File: config.mk
export PLATFORM = sky130hd
export DESIGN_NAME = traffic_generator
export DESIGN_NICKNAME = d
export VERILOG_FILES = /design/src/rtl/traffic_generator.sv
export SDC_FILE = /design/constraint.sdc
export NUM_CORES = 1
export LEC_CHECK = 0
export ABC_CLOCK_PERIOD_IN_PS = 8200
export CAP_MARGIN = 20
export CORE_MARGIN = 4
export CORE_UTILIZATION = 30
export CTS_CLUSTER_SIZE = 10
export DETAILED_ROUTE_END_ITERATION = 6
export SYNTH_ARGS = -nofsm -noshare
export SYNTH_HDL_FRONTEND = slang
export SYNTH_SLANG_ARGS = --single-unit
File: constraint.sdc
create_clock -name clk -period 8.2 [get_ports clk]
set_clock_uncertainty 0.15 [all_clocks]
set_input_delay 1.23 -clock clk [delete_from_list [all_inputs] [get_ports clk]]
set_output_delay 1.23 -clock clk [all_outputs]
set_load 0.01 [all_outputs]
File: src/rtl/traffic_generator.sv
// traffic_generator: LFSR-driven per-node packet source feeding a small FIFO; stats counters need TRAFFIC_GEN_STATS_EN.
// Latency: decision edge enqueues, head valid the following cycle; no bypass path.
// Backpressure: pkt_ready low holds the head stable; a full queue without a pop drops the new packet.

// traffic_generator_fifo: circular queue with synchronous clear.
// Latency: push visible at the head one cycle later; head read combinationally.
// Backpressure: accepts a push when not full or when popping in the same cycle.
module traffic_generator_fifo #(
    parameter int WIDTH = 8,
    parameter int DEPTH = 4
) (
    input  logic             clk,
    input  logic             reset,
    input  logic             clear,
    input  logic             push_vld,
    input  logic [WIDTH-1:0] push_dat,
    output logic             full,
    output logic             pop_vld,
    input  logic             pop_rdy,
    output logic [WIDTH-1:0] pop_dat
);
    localparam int AW = $clog2(DEPTH);

    logic [WIDTH-1:0] mem [DEPTH];
    logic [AW:0]      rd_ptr;
    logic [AW:0]      wr_ptr;
    logic             do_push;
    logic             do_pop;

    // Extra pointer bit separates full from empty when the index bits match.
    assign pop_vld = (rd_ptr != wr_ptr);
    assign full    = (rd_ptr[AW] != wr_ptr[AW]) && (rd_ptr[AW-1:0] == wr_ptr[AW-1:0]);
    assign do_pop  = pop_vld && pop_rdy;
    assign do_push = push_vld && (!full || do_pop);
    assign pop_dat = mem[rd_ptr[AW-1:0]];

    always_ff @(posedge clk or posedge reset) begin
        if (reset) begin
            rd_ptr <= '0;
            wr_ptr <= '0;
        end else if (clear) begin
            rd_ptr <= '0;
            wr_ptr <= '0;
        end else begin
            if (do_push) wr_ptr <= wr_ptr + (AW+1)'(1);
            if (do_pop)  rd_ptr <= rd_ptr + (AW+1)'(1);
        end
    end

    // Storage is reset so an idle head presents all-zero fields.
    always_ff @(posedge clk or posedge reset) begin
        if (reset) begin
            for (int i = 0; i < DEPTH; i++) mem[i] <= '0;
        end else if (do_push && !clear) begin
            mem[wr_ptr[AW-1:0]] <= push_dat;
        end
    end
endmodule

module traffic_generator #(
    parameter int          NODE_ID             = 0,
    parameter int          NUM_NODES           = 16,
    parameter int          MAX_CYCLE_WIDTH     = 32,
    parameter logic [8:0]  INJECTION_THRESHOLD = 9'd32,
    parameter int          FIFO_DEPTH          = 4,
    parameter logic [15:0] LFSR_SEED           = 16'hACE1
) (
    input  logic                         clk,
    input  logic                         reset,
    input  logic [1:0]                   sim_state,
    input  logic [MAX_CYCLE_WIDTH-1:0]   current_cycle,
    output logic                         pkt_valid,
    input  logic                         pkt_ready,
    output logic [$clog2(NUM_NODES)-1:0] pkt_src,
    output logic [$clog2(NUM_NODES)-1:0] pkt_dest,
    output logic [15:0]                  pkt_id,
    output logic [MAX_CYCLE_WIDTH-1:0]   pkt_timestamp,
    output logic [31:0]                  injected_count,
    output logic [31:0]                  dropped_count,
    output logic                         drained
);
    localparam int          NW      = $clog2(NUM_NODES);
    localparam logic [15:0] SEED    = (LFSR_SEED == 16'h0000) ? 16'h0001 : LFSR_SEED;
    localparam logic [NW-1:0] SELF  = NW'(NODE_ID);
    localparam logic [NW-1:0] OTHER = NW'((NODE_ID + 1) % NUM_NODES);

    typedef enum logic [1:0] {
        ST_INVALID = 2'b00,
        ST_INIT    = 2'b01,
        ST_RUN     = 2'b10,
        ST_DONE    = 2'b11
    } sim_state_t;

    typedef struct packed {
        logic [NW-1:0]              dest;
        logic [15:0]                id;
        logic [MAX_CYCLE_WIDTH-1:0] ts;
    } pkt_t;

    sim_state_t    st;
    logic [15:0]   lfsr_q;
    logic [15:0]   lfsr_next;
    logic [15:0]   id_q;
    logic [NW-1:0] cand_dest;
    logic [NW-1:0] dest;
    logic          inject_req;
    logic          fifo_full;
    logic          pop;
    logic          push;
    pkt_t          push_pkt;
    pkt_t          head_pkt;

    assign st = sim_state_t'(sim_state);

    always_comb begin
        lfsr_next  = {1'b0, lfsr_q[15:1]} ^ (lfsr_q[0] ? 16'hB400 : 16'h0000);
        cand_dest  = lfsr_q[8 +: NW];
        dest       = (cand_dest == SELF) ? OTHER : cand_dest;
        inject_req = (st == ST_RUN) && ({1'b0, lfsr_q[7:0]} < INJECTION_THRESHOLD);
    end

    assign pop      = pkt_valid && pkt_ready;
    assign push     = inject_req && (!fifo_full || pop);
    assign push_pkt = '{dest: dest, id: id_q, ts: current_cycle};

    always_ff @(posedge clk or posedge reset) begin
        if (reset) begin
            lfsr_q <= SEED;
            id_q   <= '0;
        end else begin
            case (st)
                ST_INIT: begin
                    lfsr_q <= SEED;
                    id_q   <= '0;
                end
                ST_RUN: begin
                    lfsr_q <= lfsr_next;
                    if (push) id_q <= id_q + 16'd1;
                end
                default: ;
            endcase
        end
    end

    traffic_generator_fifo #(
        .WIDTH ($bits(pkt_t)),
        .DEPTH (FIFO_DEPTH)
    ) u_fifo (
        .clk      (clk),
        .reset    (reset),
        .clear    (st == ST_INIT),
        .push_vld (push),
        .push_dat (push_pkt),
        .full     (fifo_full),
        .pop_vld  (pkt_valid),
        .pop_rdy  (pkt_ready),
        .pop_dat  (head_pkt)
    );

    assign pkt_src       = SELF;
    assign pkt_dest      = head_pkt.dest;
    assign pkt_id        = head_pkt.id;
    assign pkt_timestamp = head_pkt.ts;
    assign drained       = (st == ST_DONE) && !pkt_valid;

`ifdef TRAFFIC_GEN_STATS_EN
    logic        drop;
    logic [31:0] injected_q;
    logic [31:0] dropped_q;

    assign drop = inject_req && fifo_full && !pop;

    always_ff @(posedge clk or posedge reset) begin
        if (reset) begin
            injected_q <= '0;
            dropped_q  <= '0;
        end else if (st == ST_INIT) begin
            injected_q <= '0;
            dropped_q  <= '0;
        end else begin
            if (push && injected_q != 32'hFFFF_FFFF) injected_q <= injected_q + 32'd1;
            if (drop && dropped_q != 32'hFFFF_FFFF)  dropped_q  <= dropped_q + 32'd1;
        end
    end

    assign injected_count = injected_q;
    assign dropped_count  = dropped_q;
`else
    assign injected_count = '0;
    assign dropped_count  = '0;
`endif
endmodule

==> results of run 1 <==
==> sequential cells by signal (all words and copies together), names as in the netlist <==
register,count
u_fifo.rd_ptr,3
u_fifo.mem,208
lfsr_q,16
u_fifo.wr_ptr,3
id_q,16
==> synth_stat cells, types with 3 or more instances <==
library cell	instances
mux4_2	52
nor3b_1	6
or3_1	4
mux2_4	150
o31ai_1	9
nand3_1	13
mux2_2	53
nor2_1	6
a21oi_1	19
o21ai_0	10
buf_1	8
nand2_1	23
nor2b_1	3
xnor2_1	4
nor3b_4	3
dfstp_2	8
nand4_1	3
mux2i_1	3
dfrtp_1	238
buf_4	70
ha_1	9
buf_6	22
xor2_1	4
inv_1	16
clkbuf_1	16
or4_1	9
mux2_1	5
==> final timing paths <==
check	end	slack (ns)	cells past startpoint
max	u_fifo.mem[154]$_DFFE_PP0P_	3.55	8
min	lfsr_q[15]$_DFFE_PP1P_	0.33	2
max reg2reg	u_fifo.mem[154]$_DFFE_PP0P_	4.68	6
min reg2reg	lfsr_q[15]$_DFFE_PP1P_	0.33	2
max in group asynchronous	u_fifo.mem[181]$_DFFE_PP0P_	5.29	3
min in group asynchronous	u_fifo.mem[2]$_DFFE_PP0P_	1.07	2
==> power by group <==
group / leakage, nW / internal [mW] / total (mW) / switching, mW
Clock: 0.404 / 0.687 / 1.17 / 0.482
Combinational: 2.57 / 0.139 / 0.331 / 0.192
Sequential: 3.40 / 1.24 / 1.29 / 0.0522
==> worst min-delay path: stages (launching register included) <==
cell and delay (ns):
dfstp_2 0.37, inv_1 0.05, a21oi_1 0.06
==> per-stage QoR <==
stage,hold WS (ns),cells,power (mW)
floorplan,0.291,860,1.56
global placement,0.299,1371,1.65
detailed placement,0.322,1371,1.65
CTS,0.332,1418,2.85
global route,0.350,1418,2.92
finish,0.325,1418,2.79
==> final cells by class <==
cell class                 count  area (µm²)
clock buffer                  44         792
timing repair buffer         102         991
clock inverter                 3        43.8
sequential                   246        6170
inverter                      16        67.6
tap                          525         657
fill                        3824       25900
multi-input combinational    482        5430
==> layer usage <==
layer,GRT usage (%),vias up,part of all wire [%]
li1,-,2900,-
met1,16.5,3476,46
met2,18.6,138,48
met3,1.83,26,4.6
met4,2.23,0,1.5
met5,0,-,0
==> cell families (layout without fill, tap and decap cells) <==
group | after synthesis | count (layout) | share of synthesized area [%]
muxes | 263 | 263 | 33.5
DFF | 246 | 246 | 50.2
buffers and inverters | 132 | 165 | 7.53
and+or+nand+nor | 82 | 82 | 4.18
AOI/OAI and AO/OA | 50 | 50 | 2.70
xor gates and xnor gates | 10 | 10 | 0.928
adders and majority gates | 9 | 9 | 0.918
other | 1 | 68 | 0.0306
==> key figures, run 1 <==
Outcome
  • Status: finished clean

Clock network
  • Postcts setup bufs: 0
  • Max Buffers Root-to-Sink: 3
  • Hold buffer count at CTS: 0
  • Post_cts resized: 0
  • H-Tree Depth: 1
  • Root Driver: clkbuf_16
  • Clk sink count: 246
  • Worst-path clk slew: 0.06 ns
  • CTS tree: yes
  • Worst-Skew Late Latency: 0.54 ns
  • TritonCTS buffer count: 29

Synthesis
  • Synth top area share: slightly below 50%
  • Top cells by area, synth: dfrtp_1 (49%), mux2_4 (18%), mux4_2 (9.5%)
  • Number of flops mapped to enable cells by yosys: 0
  • Post-synthesis instance total: 793
  • Synth Warn #: 0
  • Seq/Total Area, Yosys: about half
  • Top_reg_cell synth: dfrtp_1
  • Register bit total from synthesis: between 200 and 250
  • Syn_area_per_cell: 15.5 µm²
  • Cell taking the most area after synthesis: dfrtp_1
  • Synthesized area: 0.0123 mm²
  • FFs w/ async S/R, synth: 100%
  • Post-synth cell types: 48

Drt
  • Initial drt markers: 338
  • DR DRC count: 0
  • Drt pass-1 iters: 6
  • Via count: 6540
  • Drt total wl: 26000 µm
  • Wire per inst: 18.4 µm
  • DR vias/cell: around 4.6
  • DRT antenna net count: 0

Timing
  • Slew Limit Fails: 0
  • Final Hold Viols: 0
  • Unrepaired setup endpoints after global routing: false
  • Setup TNS: 0 ns
  • F_max: roughly 0.22 GHz
  • Setup slack after layout: approximately 3.6 ns
  • Worst slew pin tran: 1.08 ns
  • Slew Limit Headroom: between 20 and 30%
  • Final Critical Period: about 4.6 ns
  • Final Cycle Share: between 50% and 60%
  • Setup-failing EPs final: 0

Placed design
  • Dpl cell area: 0.0133 mm²
  • Port-buffer cells: 90
  • Pre-CTS setup slack: 2.94 ns
  • Final HPWL DP: ~15000 µm
  • Gpl congestion: slightly above 0.7

Worst setup path
  • WS Path Type: input pin to register
  • Worst path required time: ~8.5 ns
  • CP bufs+invs: 3
  • Crit Path Max Fanout: 30
  • CP startpoint: sim_state[1]
  • Worst stage delay on the critical path: 0.71 ns
  • R2R Path Start: u_fifo.rd_ptr[1]$_DFFE_PP0P_
  • Critical path arrival: 4.93 ns
  • Slowest-stage cell, CP: nor3b_4
  • CP Cell Sequence: clkdlybuf4s50_1, ha_1, nor4b_4, o41ai_4, buf_4, nor3b_4, buf_4, mux2_2
  • Critical path startpoint category: input pin
  • CP endpoint kind: register
  • Delay-heaviest family, CP: buffers and inverters
  • Cell mode on critical path: buf_4

Global route
  • Vias in the first global route: approximately 6900
  • Initial antenna violation count: 0
  • Pin count of the biggest net entering global routing: 108
  • First-pass GRT wire length: just over 40000 µm
  • GRT Overall Usage: between 10% and 20%
  • Total gr overflow: 0

Floorplanning
  • Std-Cell Rows: between 70 and 80
  • Die area: ~0.044 mm²
  • Initial Utilization: 30.6%
  • Core area: roughly 0.04 mm²
  • # IOs: about 160
  • Die height: about 210 µm
  • Die width: ~210 µm

Power and ir drop
  • IR drop worst, VDD: between 100 and 150 µV
  • Pwr/cell area: slightly below 200 mW/mm²
  • Leakage: around 6.4 nW

Layout
  • Commonest non-fill, non-tap cell in the layout: dfrtp_1
  • Commonest non-fill, non-tap cells in the layout: dfrtp_1 (236), mux2_4 (150), clkdlybuf4s50_1 (90)
  • Final Cell Area: between 0.01 and 0.015 mm²
  • Layout cell share with drive strength beyond 1: a little over a third
  • Finished Core Util: about a third
  • # diodes: 0
  • Nets: approximately 920
  • Area grow syn2layout: 15.4%

Flow run
  • Maxcap violations: 0

Worst hold path
  • Hold_sp: lfsr_q[15]$_DFFE_PP1P_
  • Hold WC Path Type: register to register
No activity file was read; power rests on OpenSTA's default activity.
==> run 2: changes to the inputs <==
--- a/config.mk
+++ b/config.mk
@@ -5,7 +5,7 @@
 export SDC_FILE = /design/constraint.sdc
 export NUM_CORES = 1
 export LEC_CHECK = 0
-export ABC_CLOCK_PERIOD_IN_PS = 8200
+export ABC_CLOCK_PERIOD_IN_PS = 4250
 export CAP_MARGIN = 20
 export CORE_MARGIN = 4
 export CORE_UTILIZATION = 30
==> constraint.sdc (replaced) <==
create_clock -name clk -period 4.25 [get_ports clk]
set_clock_uncertainty 0.15 [all_clocks]
set_input_delay 0.6375 -clock clk [delete_from_list [all_inputs] [get_ports clk]]
set_output_delay 0.6375 -clock clk [all_outputs]
set_load 0.01 [all_outputs]
==> run 2 against run 1 <==
Final cell count increased by 0.49%; die area did not move; setup slack got worse by 2.9 ns; core utilization increased by 0.47 points; sequential cell count unchanged; power up 95%; final area rose by 1.3%; sequential power grew 94%; via count decreased by 0.40%; sequential share of layout area is 0.58 points lower; clock power grew 96%; critical path type is now register to output pin.
==> key figures, run 2 (synthesis results as in run 1) <==
Drt
  • Via count: 6514 (-0.40%)
  • Drt total wl: 25500 µm (-1.9%)
  • DRT antenna net count: 0 (unchanged)
  • Wire per inst: 17.9 µm (-2.3%)
  • Initial drt markers: 340 (+0.59%)
  • DR DRC count: 0 (unchanged)
  • Drt pass-1 iters: 4 (-2)
  • DR vias/cell: 4.57 (-0.89%)

Clock network
  • Hold buffer count at CTS: 0 (unchanged)
  • H-Tree Depth: 1 (unchanged)
  • Postcts setup bufs: 0 (unchanged)
  • Worst-Skew Late Latency: 0.54 ns (about the same)
  • Max Buffers Root-to-Sink: 3 (unchanged)
  • Worst-path clk slew: 0.05 ns (about the same)
  • Clk sink count: 246 (unchanged)
  • CTS tree: yes
  • Root Driver: clkbuf_16
  • TritonCTS buffer count: 30 (+3.4%)
  • Post_cts resized: 0 (unchanged)

Worst hold path
  • Hold depth: 2 (unchanged)
  • Hold EP: lfsr_q[15]$_DFFE_PP1P_
  • Hold_sp: lfsr_q[15]$_DFFE_PP1P_
  • Hold WC Path Type: register to register

Worst setup path
  • CP endpoint kind: output pin
  • CP Cell Sequence: buf_4, mux4_2, clkdlybuf4s50_1
  • Worst stage delay on the critical path: 0.75 ns (+0.04 ns)
  • CP bufs+invs: 2 (-1)
  • Delay-heaviest family, CP: buffers and inverters
  • Critical path arrival: 2.76 ns (-2.17 ns)
  • Reg-to-Reg End: u_fifo.mem[134]$_DFFE_PP0P_
  • Cells on worst reg2reg path: 5 (-1)
  • Worst path required time: 3.46 ns (-5.02 ns)
  • R2R Path Start: u_fifo.rd_ptr[0]$_DFFE_PP0P_
  • R2R setup slack: 1.55 ns (-3.13 ns)
  • Crit Path Max Fanout: 19 (-37%)
  • WS Path Type: register to output pin
  • Worst path depth: 3 (-5)
  • Slowest-stage cell, CP: dfrtp_2
  • Critical path startpoint category: register

Floorplanning
  • Die area: 0.0442 mm² (unchanged)
  • Std-Cell Rows: 73 (unchanged)
  • Initial Utilization: 30.6% (unchanged)
  • Die height: 210 µm (unchanged)
  • Die width: 210 µm (unchanged)
  • # IOs: 159 (unchanged)
  • Core area: 0.0401 mm² (unchanged)

Placed design
  • Final HPWL DP: 15900 µm (+3.3%)
  • Port-buffer cells: 90 (unchanged)
  • Pre-CTS setup slack: 0.708 ns (-2.23 ns)
  • Dpl cell area: 0.0135 mm² (+1.2%)
  • Gpl congestion: 0.713 (about the same)

Timing
  • Slew Limit Headroom: 46.6% (+19 points)
  • F_max: 0.282 GHz
  • Setup slack after layout: 0.700 ns (-2.85 ns)
  • Unrepaired setup endpoints after global routing: false
  • Worst slew pin tran: 0.801 ns (-0.278 ns)
  • Setup-failing EPs final: 0 (unchanged)
  • Final Cycle Share: a little over four fifths
  • Final Critical Period: 3.55 ns
  • Final Hold Viols: 0 (unchanged)
  • Setup TNS: 0 ns (unchanged)
  • Slew Limit Fails: 0 (unchanged)
  • Worst hold margin: 0.310 ns (-0.0153 ns)

Global route
  • Pin count of the biggest net entering global routing: 76 (-30%)
  • Total gr overflow: 0 (unchanged)
  • GRT Overall Usage: 11.3% (-0.19 points)
  • Initial antenna violation count: 1 (+1)
  • First-pass GRT wire length: 41000 µm (-1.3%)
  • Vias in the first global route: 7080 (+2.5%)

Layout
  • Nets: 933 (+1.1%)
  • Final Cell Area: 0.0143 mm² (+1.3%)
  • Area grow syn2layout: 16.9%
  • Layout cell share with drive strength beyond 1: 37.3% (+1.3 points)
  • Commonest non-fill, non-tap cell in the layout: dfrtp_1
  • Commonest non-fill, non-tap cells in the layout: dfrtp_1 (236), mux2_4 (150), clkdlybuf4s50_1 (90)
  • Leading registers by flop count: u_fifo.mem (208), id_q (16), lfsr_q (16)
  • Reg with most FFs: u_fifo.mem
  • Max FFs per register: 208 (unchanged)
  • Finished Core Util: 35.8% (+0.47 points)

Flow run
  • Maxcap violations: 0 (unchanged)

Power and ir drop
  • IR drop worst, VDD: 274 µV (+87%)
  • Leakage: 6.46 nW (+1.4%)
  • Pwr/cell area: 379 mW/mm² (+92%)

Outcome
  • Status: finished clean
==> run 2: cell types whose count changed in the layout (fill, tap and decap cells not counted) <==
cell | previous run | this run
buf_12 | 0 | 8
diode_2 | 0 | 1
bufinv_16 | 1 | 0
clkinv_2 | 1 | 4
clkbuf_1 | 14 | 6
clkbuf_8 | 1 | 3
clkinvlp_4 | 0 | 1
buf_4 | 12 | 13
inv_6 | 1 | 0
inv_8 | 1 | 0
clkbuf_16 | 29 | 31
==> run 2: how the worst max path moves through the flow <==
stage                                 start                          end  slack [ns]
5_1_grt        u_fifo.rd_ptr[0]$_DFFE_PP0P_                   pkt_id[13]        0.59
3_5_place_dp                   sim_state[1]  u_fifo.mem[120]$_DFFE_PP0P_        0.71
2_1_floorplan                         reset          id_q[0]$_DFFE_PP0P_        0.24
6_report       u_fifo.rd_ptr[0]$_DFFE_PP0P_                  pkt_dest[1]        0.70
4_1_cts        u_fifo.rd_ptr[0]$_DFFE_PP0P_                   pkt_id[15]        0.63
3_3_place_gp                   sim_state[0]  u_fifo.mem[128]$_DFFE_PP0P_        0.74
==> run 2: area by class of cell <==
type / count / area (µm²)
Multi-Input combinational cell: 482 / 5430
Timing Repair Buffer: 111 / 1160
Inverter: 16 / 63.8
Sequential cell: 246 / 6170
Clock inverter: 4 / 20.0
Clock buffer: 40 / 840
Antenna cell: 1 / 2.50
Tap cell: 525 / 657
Fill cell: 3788 / 25800
==> run 2: layer usage <==
metal	global-route usage [%]	vias up	routed length, µm
met3	2.07	29	1160
li1	-	2920	-
met4	2.61	2	350
met5	0	-	7
met1	15.4	3451	11700
met2	18.9	112	12300
==> run 2: power by group <==
| group | total, mW | switching (mW) | internal (mW) |
|---|---|---|---|
| Clock | 2.29 | 0.936 | 1.35 |
| Combinational | 0.646 | 0.356 | 0.290 |
| Sequential | 2.50 | 0.113 | 2.39 |
| Total | 5.43 | 1.41 | 4.03 |
==> run 2: metrics by stage <==
| stage | total power, mW | instances |
|---|---|---|
| after global routing | 5.69 | 1424 |
| after detailed placement | 3.21 | 1380 |
| after CTS | 5.54 | 1424 |
| after global placement | 3.21 | 1380 |
| final | 5.43 | 1425 |
| after floorplan | 3.02 | 860 |
==> run 2: worst min-delay path: cells and delay by family (launching register included) <==
kind | cells | cell delay (ns)
AOI/OAI and AO/OA | 1 | 0.05
buffers and inverters | 1 | 0.04
DFF | 1 | 0.36
==> run 3: changes to the inputs <==
--- a/config.mk
+++ b/config.mk
@@ -5,7 +5,7 @@
 export SDC_FILE = /design/constraint.sdc
 export NUM_CORES = 1
 export LEC_CHECK = 0
-export ABC_CLOCK_PERIOD_IN_PS = 4250
+export ABC_CLOCK_PERIOD_IN_PS = 3700
 export CAP_MARGIN = 20
 export CORE_MARGIN = 4
 export CORE_UTILIZATION = 30
==> constraint.sdc (replaced) <==
create_clock -name clk -period 3.7 [get_ports clk]
set_clock_uncertainty 0.15 [all_clocks]
set_input_delay 0.555 -clock clk [delete_from_list [all_inputs] [get_ports clk]]
set_output_delay 0.555 -clock clk [all_outputs]
set_load 0.01 [all_outputs]
==> run 3 against run 2 <==
Final cell count grew 0.42%; clock power grew 9.2%; highest routed layer unchanged; sequential share of layout area shrank 0.13 points; setup slack lost 0.43 ns; combinational power grew 15%; worst hold slack lost 0.0010 ns; global-route usage grew 0.11 points; largest cell class unchanged; critical endpoint is now pkt_timestamp[17].
==> key figures, run 3 (synthesis results as in run 1) <==
Outcome
  • Status: finished clean

Floorplanning
  • Initial Utilization: 30.6% (unchanged)
  • # IOs: 159 (unchanged)
  • Die area: 0.0442 mm² (unchanged)
  • Die height: 210 µm (unchanged)
  • Core area: 0.0401 mm² (unchanged)
  • Die width: 210 µm (unchanged)
  • Std-Cell Rows: 73 (unchanged)

Power and ir drop
  • Internal power: 4.55 mW (+13%)
  • Combinational share of power: 12.1% (+0.2 points)
  • Tot Pwr: 6.15 mW (+13%)
  • Switching Fraction: 26.0% (+0.19 points)
  • Register share of total power: 47.2% (+1.2 points)
  • Leakage: 6.46 nW (about the same)
  • IR drop worst, VDD: 307 µV (+12%)
  • P_sw: 1.60 mW (+14%)
  • Pwr/cell area: 427 mW/mm² (+13%)
  • Clock share of power: 40.7% (-1.4 points)

Clock network
  • Postcts setup bufs: 0 (unchanged)
  • TritonCTS buffer count: 29 (-3.3%)
  • H-Tree Depth: 1 (unchanged)
  • Worst-path clk slew: 0.06 ns (about the same)
  • Worst-Skew Late Latency: 0.53 ns (about the same)
  • Clk sink count: 246 (unchanged)
  • Post_cts resized: 0 (unchanged)
  • CTS tree: yes
  • Root Driver: clkbuf_16
  • Max Buffers Root-to-Sink: 3 (unchanged)
  • Hold buffer count at CTS: 0 (unchanged)

Worst setup path
  • Crit Path Max Fanout: 25 (+6)
  • CP Cell Sequence: buf_4, mux4_2, clkdlybuf4s50_1
  • Critical path arrival: 2.72 ns (-0.04 ns)
  • Slowest-stage cell, CP: dfrtp_4
  • R2R Path Start: u_fifo.rd_ptr[1]$_DFFE_PP0P_
  • CP endpoint kind: output pin
  • Worst path required time: 2.99 ns (-0.47 ns)
  • Worst stage delay on the critical path: 0.80 ns (+0.05 ns)
  • Worst path depth: 3 (unchanged)
  • WS Path Type: register to output pin
  • Critical path startpoint category: register
  • CP bufs+invs: 2 (unchanged)
  • Delay-heaviest family, CP: buffers and inverters
  • CP startpoint: u_fifo.rd_ptr[1]$_DFFE_PP0P_
  • Cells on worst reg2reg path: 5 (unchanged)

Timing
  • Setup-failing EPs final: 0 (unchanged)
  • F_max: 0.292 GHz
  • Worst hold margin: 0.309 ns (-0.00103 ns)
  • Worst slew pin tran: 0.772 ns (-0.0296 ns)
  • Final Cycle Share: between 90% and 100%
  • Final Hold Viols: 0 (unchanged)
  • Slew Limit Fails: 0 (unchanged)
  • Slew Limit Headroom: 48.5% (+1.9 points)
  • Unrepaired setup endpoints after global routing: false
  • Final Critical Period: roughly 3.4 ns
  • Setup TNS: 0 ns (unchanged)

Placed design
  • Gpl congestion: 0.714 (+0.22%)
  • Final HPWL DP: 16300 µm (+2.5%)
  • Port-buffer cells: 90 (unchanged)

Layout
  • # diodes: 0 (-1)
  • Commonest non-fill, non-tap cells in the layout: dfrtp_1 (236), mux2_4 (150), clkdlybuf4s50_1 (90)
  • Leading registers by flop count: u_fifo.mem (208), id_q (16), lfsr_q (16)
  • Nets: 938 (+0.54%)
  • Max FFs per register: 208 (unchanged)
  • Layout cell share with drive strength beyond 1: 36.9% (-0.40 points)
  • Reg with most FFs: u_fifo.mem
  • Area grow syn2layout: 17.3%
  • Commonest non-fill, non-tap cell in the layout: dfrtp_1

Drt
  • DR vias/cell: 4.58 (+0.21%)
  • Drt total wl: 25900 µm (+1.4%)
  • Highest metal used: met5
  • Wire per inst: 18.1 µm (+0.94%)
  • Met2 WL: 11900 µm (-2.9%)
  • DRT antenna net count: 0 (unchanged)
  • Initial drt markers: 287 (-16%)
  • Met1 Wirelength: 12300 µm (+5.4%)
  • Drt pass-1 iters: 4 (unchanged)
  • Via count: 6555 (+0.63%)
  • Metal3 WL: 1190 µm (+2.5%)
  • DR DRC count: 0 (unchanged)

Flow run
  • Maxcap violations: 0 (unchanged)

Global route
  • Pin count of the biggest net entering global routing: 73 (-3.9%)
  • Initial antenna violation count: 1 (unchanged)
  • Vias in the first global route: 7014 (-0.93%)
  • Total gr overflow: 0 (unchanged)
  • First-pass GRT wire length: 41400 µm (+1.0%)
  • GRT Overall Usage: 11.4% (+0.11 points)

Worst hold path
  • Hold depth: 2 (unchanged)
  • Hold_sp: lfsr_q[15]$_DFFE_PP1P_
  • Hold WC Path Type: register to register
==> run 3: metal layers <==
| metal | track usage [%] | vias to the layer above |
|---|---|---|
| li1 | - | 2929 |
| met1 | 16.6 | 3456 |
| met2 | 18.0 | 139 |
| met3 | 2.08 | 29 |
| met4 | 2.39 | 2 |
| met5 | 0 | - |
==> run 3: area by class of cell <==
cell class,instances,area (µm²)
fillers,3826,25700
flip-flops and latches,246,6170
multi-input cells,482,5430
repair buffers,117,1270
clock buffers,44,792
well taps,525,657
inverters,16,63.8
clock inverters,1,5.00
==> run 3: through the flow <==
stage | cell area (µm²) | instances | setup WS [ns] | utilization (%)
finish | 14400 | 1431 | 0.273 | 35.9
global route | 14400 | 1431 | 0.125 | 35.9
CTS | 14400 | 1431 | 0.194 | 35.9
detailed placement | 13600 | 1386 | 0.341 | 33.9
global placement | 13600 | 1386 | 0.383 | 33.9
floorplan | 12500 | 860 | -0.230 | -
==> run 3: worst reg2reg max path: cells and delay by family, from the launching register on <==
kind | cells | cell delay, ns
flops | 1 | 0.80
simple gates | 1 | 0.55
compound gates | 1 | 0.20
mux | 1 | 0.32
buf+inv | 1 | 0.32
xor+xnor | 1 | 0.35
==> run 3: power by group through the flow <==
stage,registers [mW],clock network (mW),logic (mW)
floorplan,2.81,0,0.656
global placement,2.96,0,0.755
detailed placement,2.96,0,0.753
CTS,2.91,2.59,0.756
global route,2.92,2.69,0.806
finish,2.90,2.50,0.742
==> run 3: final timing paths <==
kind	to	slack, ns
hold reg to reg	lfsr_q[15]$_DFFE_PP1P_	0.31
setup / recovery	pkt_timestamp[17]	0.27
setup reg to reg	u_fifo.mem[156]$_DFFE_PP0P_	0.89
min in group asynchronous	u_fifo.mem[25]$_DFFE_PP0P_	0.37
max in group asynchronous	lfsr_q[13]$_DFFE_PP1P_	2.17
hold / removal	lfsr_q[15]$_DFFE_PP1P_	0.31
